===== config.mk =====
export PLATFORM = sky130hd
export DESIGN_NAME = load_store_unit_flat
export DESIGN_NICKNAME = d
export VERILOG_FILES = /design/src/rtl/lsu_pkg.sv /design/src/rtl/load_store_unit_if.sv /design/src/rtl/lsu_align.sv /design/src/rtl/load_store_unit.sv /design/src/flat_wrapper.sv
export SDC_FILE = /design/constraint.sdc
export NUM_CORES = 1
export LEC_CHECK = 0
export CORE_ASPECT_RATIO = 1.5
export CORE_MARGIN = 1.5
export CORE_UTILIZATION = 44
export DETAILED_ROUTE_END_ITERATION = 6
export HOLD_SLACK_MARGIN = 0.08
export PLACE_DENSITY_LB_ADDON = 0.05
export SLEW_MARGIN = 20
export SYNTH_ARGS = -nofsm -noshare
export SYNTH_HDL_FRONTEND = slang
export SYNTH_SLANG_ARGS = --single-unit

===== constraint.sdc =====
create_clock -name clk_i -period 2.6 [get_ports clk_i]
set_input_delay 0.39 -clock clk_i [delete_from_list [all_inputs] [get_ports clk_i]]
set_output_delay 0.39 -clock clk_i [all_outputs]
set_load 0.02 [all_outputs]

===== src/rtl/lsu_pkg.sv =====
// Shared RV32I load/store width codes and the LSU state encoding.
package lsu_pkg;

    localparam logic [2:0] F3_B  = 3'b000;
    localparam logic [2:0] F3_H  = 3'b001;
    localparam logic [2:0] F3_W  = 3'b010;
    localparam logic [2:0] F3_BU = 3'b100;
    localparam logic [2:0] F3_HU = 3'b101;

    typedef enum logic [2:0] {
        IDLE,
        LOAD,
        STORE,
        RMW_RD,
        RMW_WR,
        RESP
    } lsu_state_t;

    // Stores only have signed-width codes; the unsigned variants are load-only.
    function automatic logic f3_legal(input logic store, input logic [2:0] f3);
        if (store)
            return (f3 == F3_B) || (f3 == F3_H) || (f3 == F3_W);
        return (f3 == F3_B) || (f3 == F3_H) || (f3 == F3_W) ||
               (f3 == F3_BU) || (f3 == F3_HU);
    endfunction

endpackage


===== src/rtl/load_store_unit_if.sv =====
// Core-side request/response and memory-side pins of the load/store unit.
interface load_store_unit_if #(
    parameter int unsigned ADDR_W = 32
);
    logic              req_i;
    logic              store_i;
    logic [2:0]        funct3_i;
    logic [ADDR_W-1:0] addr_i;
    logic [31:0]       wdata_i;
    logic              ready_o;
    logic              valid_o;
    logic [31:0]       rdata_o;
    logic              err_o;
    logic [ADDR_W-1:0] mem_addr_o;
    logic              mem_we_o;
    logic [31:0]       mem_wdata_o;
    logic [31:0]       mem_rdata_i;

    modport slave (
        input  req_i, store_i, funct3_i, addr_i, wdata_i, mem_rdata_i,
        output ready_o, valid_o, rdata_o, err_o, mem_addr_o, mem_we_o, mem_wdata_o
    );

    modport master (
        output req_i, store_i, funct3_i, addr_i, wdata_i, mem_rdata_i,
        input  ready_o, valid_o, rdata_o, err_o, mem_addr_o, mem_we_o, mem_wdata_o
    );
endinterface


===== src/rtl/lsu_align.sv =====
// Combinational lane logic: load extract/extend and sub-word store merge.
module lsu_align
    import lsu_pkg::*;
(
    input  logic [31:0] word_i,
    input  logic [31:0] wdata_i,
    input  logic [1:0]  off_i,
    input  logic [2:0]  funct3_i,
    output logic [31:0] rdata_o,
    output logic [31:0] merged_o
);
    logic [7:0]  byte_sel;
    logic [15:0] half_sel;

    always_comb begin
        byte_sel = word_i[{off_i, 3'b000} +: 8];
        half_sel = word_i[{off_i[1], 4'b0000} +: 16];
        case (funct3_i)
            F3_B:    rdata_o = {{24{byte_sel[7]}}, byte_sel};
            F3_BU:   rdata_o = {24'h0, byte_sel};
            F3_H:    rdata_o = {{16{half_sel[15]}}, half_sel};
            F3_HU:   rdata_o = {16'h0, half_sel};
            default: rdata_o = word_i;
        endcase
    end

    always_comb begin
        merged_o = word_i;
        case (funct3_i)
            F3_B:    merged_o[{off_i, 3'b000} +: 8]     = wdata_i[7:0];
            F3_H:    merged_o[{off_i[1], 4'b0000} +: 16] = wdata_i[15:0];
            default: merged_o = wdata_i;
        endcase
    end
endmodule


===== src/rtl/load_store_unit.sv =====
// RV32I load/store unit: single outstanding request, RMW for SB/SH.
// Define LSU_MISALIGN_TRAP_EN to trap misaligned H/W accesses instead of aligning them down.
module load_store_unit
    import lsu_pkg::*;
#(
    parameter int unsigned ADDR_W = 32
) (
    input logic               clk_i,
    input logic               rst_i,
    load_store_unit_if.slave  bus
);
    lsu_state_t        state_q;
    logic              ready_q, valid_q, err_q, mem_we_q;
    logic [31:0]       rdata_q, mem_wdata_q, wdata_q;
    logic [ADDR_W-1:0] mem_addr_q;
    logic [2:0]        f3_q;
    logic [1:0]        off_q;

    logic [ADDR_W-1:0] addr_fix;
    logic              trap;
    logic [31:0]       ext_rdata, merged;

    // Halfword/word accesses are aligned down; in trap builds any change means misaligned.
    always_comb begin
        addr_fix = bus.addr_i;
        if (bus.funct3_i[1:0] == 2'b01)
            addr_fix[0] = 1'b0;
        else if (bus.funct3_i[1:0] == 2'b10)
            addr_fix[1:0] = 2'b00;
    end

    always_comb begin
`ifdef LSU_MISALIGN_TRAP_EN
        trap = !f3_legal(bus.store_i, bus.funct3_i) || (addr_fix != bus.addr_i);
`else
        trap = !f3_legal(bus.store_i, bus.funct3_i);
`endif
    end

    lsu_align u_align (
        .word_i   (bus.mem_rdata_i),
        .wdata_i  (wdata_q),
        .off_i    (off_q),
        .funct3_i (f3_q),
        .rdata_o  (ext_rdata),
        .merged_o (merged)
    );

    always_ff @(posedge clk_i) begin
        if (rst_i) begin
            state_q     <= IDLE;
            ready_q     <= 1'b1;
            valid_q     <= 1'b0;
            err_q       <= 1'b0;
            rdata_q     <= '0;
            mem_we_q    <= 1'b0;
            mem_addr_q  <= '0;
            mem_wdata_q <= '0;
            wdata_q     <= '0;
            f3_q        <= '0;
            off_q       <= '0;
        end else begin
            case (state_q)
                IDLE: begin
                    if (bus.req_i) begin
                        f3_q    <= bus.funct3_i;
                        off_q   <= addr_fix[1:0];
                        wdata_q <= bus.wdata_i;
                        ready_q <= 1'b0;
                        if (trap) begin
                            err_q   <= 1'b1;
                            valid_q <= 1'b1;
                            state_q <= RESP;
                        end else begin
                            mem_addr_q <= {addr_fix[ADDR_W-1:2], 2'b00};
                            if (!bus.store_i) begin
                                state_q <= LOAD;
                            end else if (bus.funct3_i == F3_W) begin
                                mem_we_q    <= 1'b1;
                                mem_wdata_q <= bus.wdata_i;
                                state_q     <= STORE;
                            end else begin
                                state_q <= RMW_RD;
                            end
                        end
                    end
                end
                LOAD: begin
                    rdata_q <= ext_rdata;
                    valid_q <= 1'b1;
                    state_q <= RESP;
                end
                STORE: begin
                    mem_we_q <= 1'b0;
                    valid_q  <= 1'b1;
                    state_q  <= RESP;
                end
                // The old word is consumed here, so the merged word is the registered copy.
                RMW_RD: begin
                    mem_wdata_q <= merged;
                    mem_we_q    <= 1'b1;
                    state_q     <= RMW_WR;
                end
                RMW_WR: begin
                    mem_we_q <= 1'b0;
                    valid_q  <= 1'b1;
                    state_q  <= RESP;
                end
                RESP: begin
                    valid_q <= 1'b0;
                    err_q   <= 1'b0;
                    ready_q <= 1'b1;
                    state_q <= IDLE;
                end
                default: begin
                    mem_we_q <= 1'b0;
                    valid_q  <= 1'b0;
                    err_q    <= 1'b0;
                    ready_q  <= 1'b1;
                    state_q  <= IDLE;
                end
            endcase
        end
    end

    assign bus.ready_o     = ready_q;
    assign bus.valid_o     = valid_q;
    assign bus.err_o       = err_q;
    assign bus.rdata_o     = rdata_q;
    assign bus.mem_we_o    = mem_we_q;
    assign bus.mem_addr_o  = mem_addr_q;
    assign bus.mem_wdata_o = mem_wdata_q;
endmodule


===== src/flat_wrapper.sv =====
// flat-port wrapper written by rule: the top's interface ports become plain ports
module load_store_unit_flat import lsu_pkg::*;
#(
    parameter int unsigned ADDR_W = 32
)
  (clk_i, rst_i, bus_req_i, bus_store_i, bus_funct3_i, bus_addr_i, bus_wdata_i, bus_mem_rdata_i, bus_ready_o, bus_valid_o, bus_rdata_o, bus_err_o, bus_mem_addr_o, bus_mem_we_o, bus_mem_wdata_o);
  load_store_unit_if #(.ADDR_W(ADDR_W)) bus_i ();
  input logic clk_i;
  input logic rst_i;
  input wire logic [$bits(bus_i.req_i)-1:0] bus_req_i;
  input wire logic [$bits(bus_i.store_i)-1:0] bus_store_i;
  input wire logic [$bits(bus_i.funct3_i)-1:0] bus_funct3_i;
  input wire logic [$bits(bus_i.addr_i)-1:0] bus_addr_i;
  input wire logic [$bits(bus_i.wdata_i)-1:0] bus_wdata_i;
  input wire logic [$bits(bus_i.mem_rdata_i)-1:0] bus_mem_rdata_i;
  output wire logic [$bits(bus_i.ready_o)-1:0] bus_ready_o;
  output wire logic [$bits(bus_i.valid_o)-1:0] bus_valid_o;
  output wire logic [$bits(bus_i.rdata_o)-1:0] bus_rdata_o;
  output wire logic [$bits(bus_i.err_o)-1:0] bus_err_o;
  output wire logic [$bits(bus_i.mem_addr_o)-1:0] bus_mem_addr_o;
  output wire logic [$bits(bus_i.mem_we_o)-1:0] bus_mem_we_o;
  output wire logic [$bits(bus_i.mem_wdata_o)-1:0] bus_mem_wdata_o;
  assign bus_i.req_i = bus_req_i;
  assign bus_i.store_i = bus_store_i;
  assign bus_i.funct3_i = bus_funct3_i;
  assign bus_i.addr_i = bus_addr_i;
  assign bus_i.wdata_i = bus_wdata_i;
  assign bus_i.mem_rdata_i = bus_mem_rdata_i;
  assign bus_ready_o = bus_i.ready_o;
  assign bus_valid_o = bus_i.valid_o;
  assign bus_rdata_o = bus_i.rdata_o;
  assign bus_err_o = bus_i.err_o;
  assign bus_mem_addr_o = bus_i.mem_addr_o;
  assign bus_mem_we_o = bus_i.mem_we_o;
  assign bus_mem_wdata_o = bus_i.mem_wdata_o;
  load_store_unit #(.ADDR_W(ADDR_W)) u_core (.clk_i(clk_i), .rst_i(rst_i), .bus(bus_i));
endmodule

==> qor.yml, run 1 <==
outcome:
  status: "finished, final reports clean"
critical_path:
  cp-start-kind: "flop"
  crit_family: "compound AO/OA/AOI/OAI gates"
  crit_chain: "buf_12 > ha_1 > or4bb_1 > o22ai_1 > a221oi_1 > o31ai_1"
  end_kind: "flop"
  worst_ep_required_time_ps: 2930
  cpMaxStageDelayCell: "or4bb_1"
  arrival_ps: 2640
  path_max_fanout: 49
  max_stage_delay_ps: 490
  crit_type: "flop to flop"
  crit_buf_inv: 1
yosys:
  synth.yosys.seq_area_share: 0.391
  synth-seq-cells: 138
  syn_area_um2: 7070
  synth_area_per_cell_um2: 8.23
  syn_inst: 859
  ys.flop_type: "dfxtp_1"
  ys_warn_count: 0
  ys_types: 60
  synth_top_area_share: 0.391
  synthArstFlopShare: 0
  synth_area_leader_cell: "dfxtp_1"
  synth_edf_count: 0
  synth_area_leaders: "dfxtp_1 (39%), nand2_1 (10%), a21oi_1 (9.4%), a211oi_1 (4.3%), mux2_2 (3.8%)"
timing:
  setup_violations: 0
  rsz0062_at_grt: "no"
  finClkSkew_ps: 10.7
  post-route-min-period_ps: 2300
  slew_viol_final: 0
  max_slew.worst_pin.slew_ps: 693
  post-route-period-util: 0.886
  hold_violations: 0
  maxSlewHeadroom: 0.536
  fmax_mhz: 434
  tns_ps: 0
global_route:
  antenna_found_initial: 0
  grt_start_max_net_pins: 62
  overflow: 0
  use_met3: 0.0671
  grtUsageMet1: 0.324
  grt_usage: 0.276
  busiest_layer: "met2"
  met2_usage: 0.458
  grt_pass1_wl_mm: 36.0
  grt_pass1_vias: 6968
clock_tree:
  tritoncts: "built"
  clkSlewWorstSetupHoldPaths_ps: 60
  clock_latency_ps: 420
  cts_made_buffers: 17
  hold_buffers: 0
  postCtsSetupBuffers: 0
  cts_resized: 0
  clk_root_buffer_cell: "clkbuf_16"
  cts-htree-levels: 4
  cts_max_path_buffers: 2
  cts.sinks: 138
final_layout:
  drive_gt1_frac: 0.102
  final_cell_area_um2: 9810
  nNetsFinal: 1134
  finish.utilization: 0.625
  area_growth_syn_to_layout_pct: 38.8
  fin_cells: 1242
  multi_input_area_um2: 3870
  seqCellArea_um2: 2760
  antenna_cells: 0
  fillers: 1437
drt:
  via_per_inst: 5.78
  drc: 0
  drtIter0Drc: 413
  vias: 7181
  ant_nets: 0
  drtPass1Iterations: 5
  wl_mm: 23.0
  routedWlPerCell_um: 18.5
run:
  maxCapViolCount: 0
place:
  place_congestion: 0.961
  io_buffers: 200
  hpwl_mm: 16.3
  place_inst: 1210
  place_area_um2: 9200
die:
  die_h_um: 158
  start_util: 0.450
  io_pins: 203
  core_area_um2: 15700
  num_rows: 56
  dieArea_um2: 16800
  die_width_um: 106
worst_hold_path:
  min_path_type: "flop to flop"
power:
  p_per_area_nw_per_um2: 626
  p_leak_nw: 3.36
  ir_drop_mv: 0.388
## routing by layer
metal / up-vias / share of wire
li1: 3449 / -
met1: 3345 / 0.40
met2: 328 / 0.48
met3: 59 / 0.078
met4: 0 / 0.047
met5: - / 0
## power breakdown
part	switching [mW]	internal [mW]	total, mW
logic	0.709	0.588	1.30
clock network	0.970	1.50	2.47
registers	0.120	2.26	2.38
total	1.80	4.34	6.14
## cells in the mapped netlist (2+ instances only)
master / n
nand2_1: 195
dfxtp_1: 138
a21oi_1: 133
a211oi_1: 40
clkbuf_1: 36
buf_2: 31
mux2_2: 24
nor2_1: 23
a221oi_1: 18
a221o_1: 17
o2bb2ai_1: 17
nand2b_1: 15
o31ai_1: 15
mux2i_1: 13
o21ai_0: 13
a31oi_1: 10
and3_1: 10
a2bb2oi_1: 9
nor2b_1: 9
buf_4: 8
nand3b_1: 8
o221ai_1: 7
a221oi_2: 6
a21o_1: 5
buf_6: 5
ha_1: 5
buf_1: 3
inv_1: 3
a21boi_0: 2
and3b_1: 2
and4_1: 2
clkbuf_2: 2
nand3_1: 2
nor2_2: 2
nor3_1: 2
nor3b_2: 2
nor4_1: 2
o22ai_1: 2
or3_1: 2
## through the flow
stage	power, mW	worst slack, ps	hold slack (ps)
finish	6.14	297	452
global route	6.39	179	473
CTS	6.18	324	456
detailed placement	3.71	257	443
global placement	3.70	242	441
floorplan	3.13	163	437
## sequential cells by signal, summed over array words and instances, names as in the netlist
register,flops
u_core.bus.mem_wdata_o,32
u_core.off_q,2
u_core.wdata_q,32
u_core.state_q,3
u_core.bus.err_o,1
u_core.bus.ready_o,1
u_core.bus.mem_we_o,1
u_core.bus.mem_addr_o,30
u_core.bus.valid_o,1
u_core.f3_q,3
u_core.bus.rdata_o,32
## final timing paths
check	startpoint	end	slack, ps	depth (start not counted)
max	u_core.off_q[1]	u_core.bus.mem_wdata_o[21]	300	6
min	u_core.bus.mem_addr_o[29]	u_core.bus.mem_addr_o[29]	450	2
max reg2reg	u_core.off_q[1]	u_core.bus.mem_wdata_o[21]	300	6
min reg2reg	u_core.bus.mem_addr_o[29]	u_core.bus.mem_addr_o[29]	450	2
## cell families (layout without fill, tap and decap cells)
group	count (synthesis)	after routing	share of synthesized area
AO/OA/AOI/OAI	304	304	0.294
adder cells (fa/ha/maj)	5	5	0.00885
other	1	2	0.000531
multiplexers	37	37	0.0567
flip-flops	138	138	0.391
AND/OR/NAND/NOR	285	285	0.186
buffers and inverters	89	268	0.0627
## layout make-up
cell class,instances,area share
sequential,138,0.282
clock inverter,12,0.0140
clock buffer,20,0.0476
multi-input combinational,633,0.395
timing repair buffer,232,0.235
tap,203,0.0259
inverter,4,0.00153
## placed cells by master, fill, tap and decap left out, types with 18 or more instances in the layout
master             n
dfxtp_1          138
nor2_1            23
a21oi_1          133
clkdlybuf4s50_1  199
a211oi_1          40
nand2_1          195
mux2_2            24
buf_4             28
a221oi_1          18
## tightest hold or removal path: stages, from the launching register on
cell	delay, ps
dfxtp_1	310
nand2_1	50
a21oi_1	50
(Power assumes the default switching activity.)
==> run 2, diff against run 1 <==
--- a/config.mk
+++ b/config.mk
@@ -7,7 +7,7 @@
 export LEC_CHECK = 0
 export CORE_ASPECT_RATIO = 1.5
 export CORE_MARGIN = 1.5
-export CORE_UTILIZATION = 44
+export CORE_UTILIZATION = 48
 export DETAILED_ROUTE_END_ITERATION = 6
 export HOLD_SLACK_MARGIN = 0.08
 export PLACE_DENSITY_LB_ADDON = 0.05
==> constraint.sdc (replaced) <==
create_clock -name clk_i -period 2.2 [get_ports clk_i]
set_input_delay 0.33 -clock clk_i [delete_from_list [all_inputs] [get_ports clk_i]]
set_output_delay 0.33 -clock clk_i [all_outputs]
set_load 0.02 [all_outputs]
==> run 2 against run 1 <==
Compared with the run above:
- setup slack got worse by 150 ps
- critical endpoint is now u_core.bus.mem_wdata_o[20]
- critical path type unchanged
- final cell count increased by 0.97%
- clock skew decreased by 1.1 ps
- clock-buffer cell count decreased by 2
- critical path depth unchanged
- largest cell class unchanged
==> qor.yml, run 2 (synthesis gave the netlist of run 1 again) <==
outcome:
  status: "finished, final reports clean"
final_layout:
  layout_commonest_cell: "clkdlybuf4s50_1"
  finish.utilization: 0.692  # +0.0672
  nNetsFinal: 1153  # +1.7%
  final_cell_mix: "clkdlybuf4s50_1 (199), nand2_1 (195), dfxtp_1 (137)"
  drive_gt1_frac: 0.122  # +0.0199
  antenna_cells: 0  # unchanged
  fin_cells: 1254  # +0.97%
  area_growth_syn_to_layout_pct: 41.6
die:
  num_rows: 54  # -3.6%
  start_util: 0.489  # +0.0385
  core_area_um2: 14500  # -7.9%
  die_width_um: 102  # -4.1%
  io_pins: 203  # unchanged
  dieArea_um2: 15500  # -8.1%
  die_h_um: 152  # -4.2%
critical_path:
  cp-start-kind: "flop"
  regToRegEndpoint: "u_core.bus.mem_wdata_o[20]"
  r2r_slack_ps: 150  # -150 ps
  r2r_cells: 6  # unchanged
  worst_ep_required_time_ps: 2530  # -400 ps
  timing.critical_path.from: "u_core.off_q[0]"
  crit_type: "flop to flop"
  critPathCapture: "u_core.bus.mem_wdata_o[20]"
  end_kind: "flop"
  path_max_fanout: 5  # -90%
  timing.rr.start: "u_core.off_q[0]"
  arrival_ps: 2380  # -260 ps
global_route:
  grt_pass1_vias: 6856  # -1.6%
  grt_pass1_wl_mm: 36.1  # +0.31%
  antenna_found_initial: 0  # unchanged
  grt_usage: 0.302  # +0.0261
  overflow: 0  # unchanged
  grt_start_max_net_pins: 58  # -6.5%
drt:
  wl_mm: 23.0  # +0.17%
  vias: 7303  # +1.7%
  drtIter0Drc: 445  # +7.7%
  drc: 0  # unchanged
  via_per_inst: 5.82  # +0.73%
  drtPass1Iterations: 5  # unchanged
  routedWlPerCell_um: 18.4  # -0.79%
  ant_nets: 0  # unchanged
place:
  place_inst: 1222  # +0.99%
  hpwl_mm: 16.4  # +1.2%
  io_buffers: 200  # unchanged
  dpl_worst_slack_ps: 92.1  # -165 ps
  place_congestion: 0.951  # -0.99%
timing:
  post-route-period-util: 0.933  # +0.0468
  post-route-min-period_ps: 2050  # -251 ps
  slew_viol_final: 0  # unchanged
  layout_setup_ws_ps: 148  # -149 ps
  fmax_mhz: 487  # +12%
  setup_violations: 0  # unchanged
  max_slew.worst_pin.slew_ps: 579  # -113 ps
  tns_ps: 0  # unchanged
  hold_violations: 0  # unchanged
  maxSlewHeadroom: 0.611  # +0.0746
  rsz0062_at_grt: "no"
  finClkSkew_ps: 9.56  # -1.11 ps
clock_tree:
  clkSlewWorstSetupHoldPaths_ps: 70  # about the same
  cts_made_buffers: 17  # unchanged
  cts-htree-levels: 4  # unchanged
  clk_root_buffer_cell: "clkbuf_16"
  clock_latency_ps: 420  # about the same
  hold_buffers: 0  # unchanged
  cts_max_path_buffers: 2  # unchanged
  tritoncts: "built"
  cts.sinks: 138  # unchanged
power:
  p_per_area_nw_per_um2: 739  # +18%
  ir_drop_mv: 0.480  # +24%
  p_total_mw: 7.40  # +20%
  p_leak_nw: 3.48  # +3.6%
run:
  maxCapViolCount: 0  # unchanged
worst_hold_path:
  min_path_type: "input pin to flop"
## run 2: changes by cell type in the layout (fill, tap and decap cells not counted), sizes merged
cell    delta
clkinv     -1
buf       +19
clkbuf     -2
inv        +2
bufinv     +1
## run 2: worst min path at each step
stage / cells after the start / slack, ps / startpoint / endpoint
after CTS: 2 / 320 / rst_i / u_core.bus.mem_addr_o[4]
after global routing: 2 / 340 / rst_i / u_core.bus.mem_addr_o[15]
after detailed placement: 2 / 440 / u_core.bus.mem_wdata_o[25] / u_core.bus.mem_wdata_o[25]
after global placement: 2 / 440 / u_core.bus.mem_wdata_o[25] / u_core.bus.mem_wdata_o[25]
final: 2 / 320 / rst_i / u_core.bus.mem_addr_o[4]
after floorplan: 2 / 440 / u_core.wdata_q[18] / u_core.wdata_q[18]
## run 2: worst max-delay path, stage by stage, from the launching register on
cell,delay [ps]
dfxtp_1,330
inv_1,110
ha_1,390
or4bb_1,450
o22ai_2,240
a221oi_1,180
o31ai_1,270
## run 2: timing repair
action | 4_1_cts | 5_1_grt
setup buffers | 0 | 0
gates resized for setup | 0 | 2
endpoints found under the setup margin | 0 | 4
## run 2: layout make-up
cell class | instances | area [µm²]
fill | 1292 | 4450
multi-input combinational | 633 | 3880
sequential | 138 | 2760
timing repair buffer | 251 | 2480
clock buffer | 18 | 429
tap | 196 | 245
clock inverter | 14 | 186
inverter | 4 | 16.3
## run 2: power by group
group | leakage, nW | total, mW | internal (mW) | switching (mW)
Combinational | 2.07 | 1.61 | 0.739 | 0.871
Sequential | 1.13 | 2.79 | 2.67 | 0.127
Clock | 0.294 | 2.99 | 1.81 | 1.18
## run 2: per-stage QoR
step	area, µm²	hold slack (ps)
floorplan	7080	437
global placement	9380	440
detailed placement	9380	440
CTS	10000	323
global route	10000	341
finish	10000	323
## run 2: per-layer routing
metal | track usage | vias up | share of wire
met3 | 0.0647 | 71 | 0.075
met5 | 0 | - | 0
met1 | 0.374 | 3427 | 0.40
met2 | 0.482 | 317 | 0.47
met4 | 0.170 | 0 | 0.052
li1 | - | 3488 | -
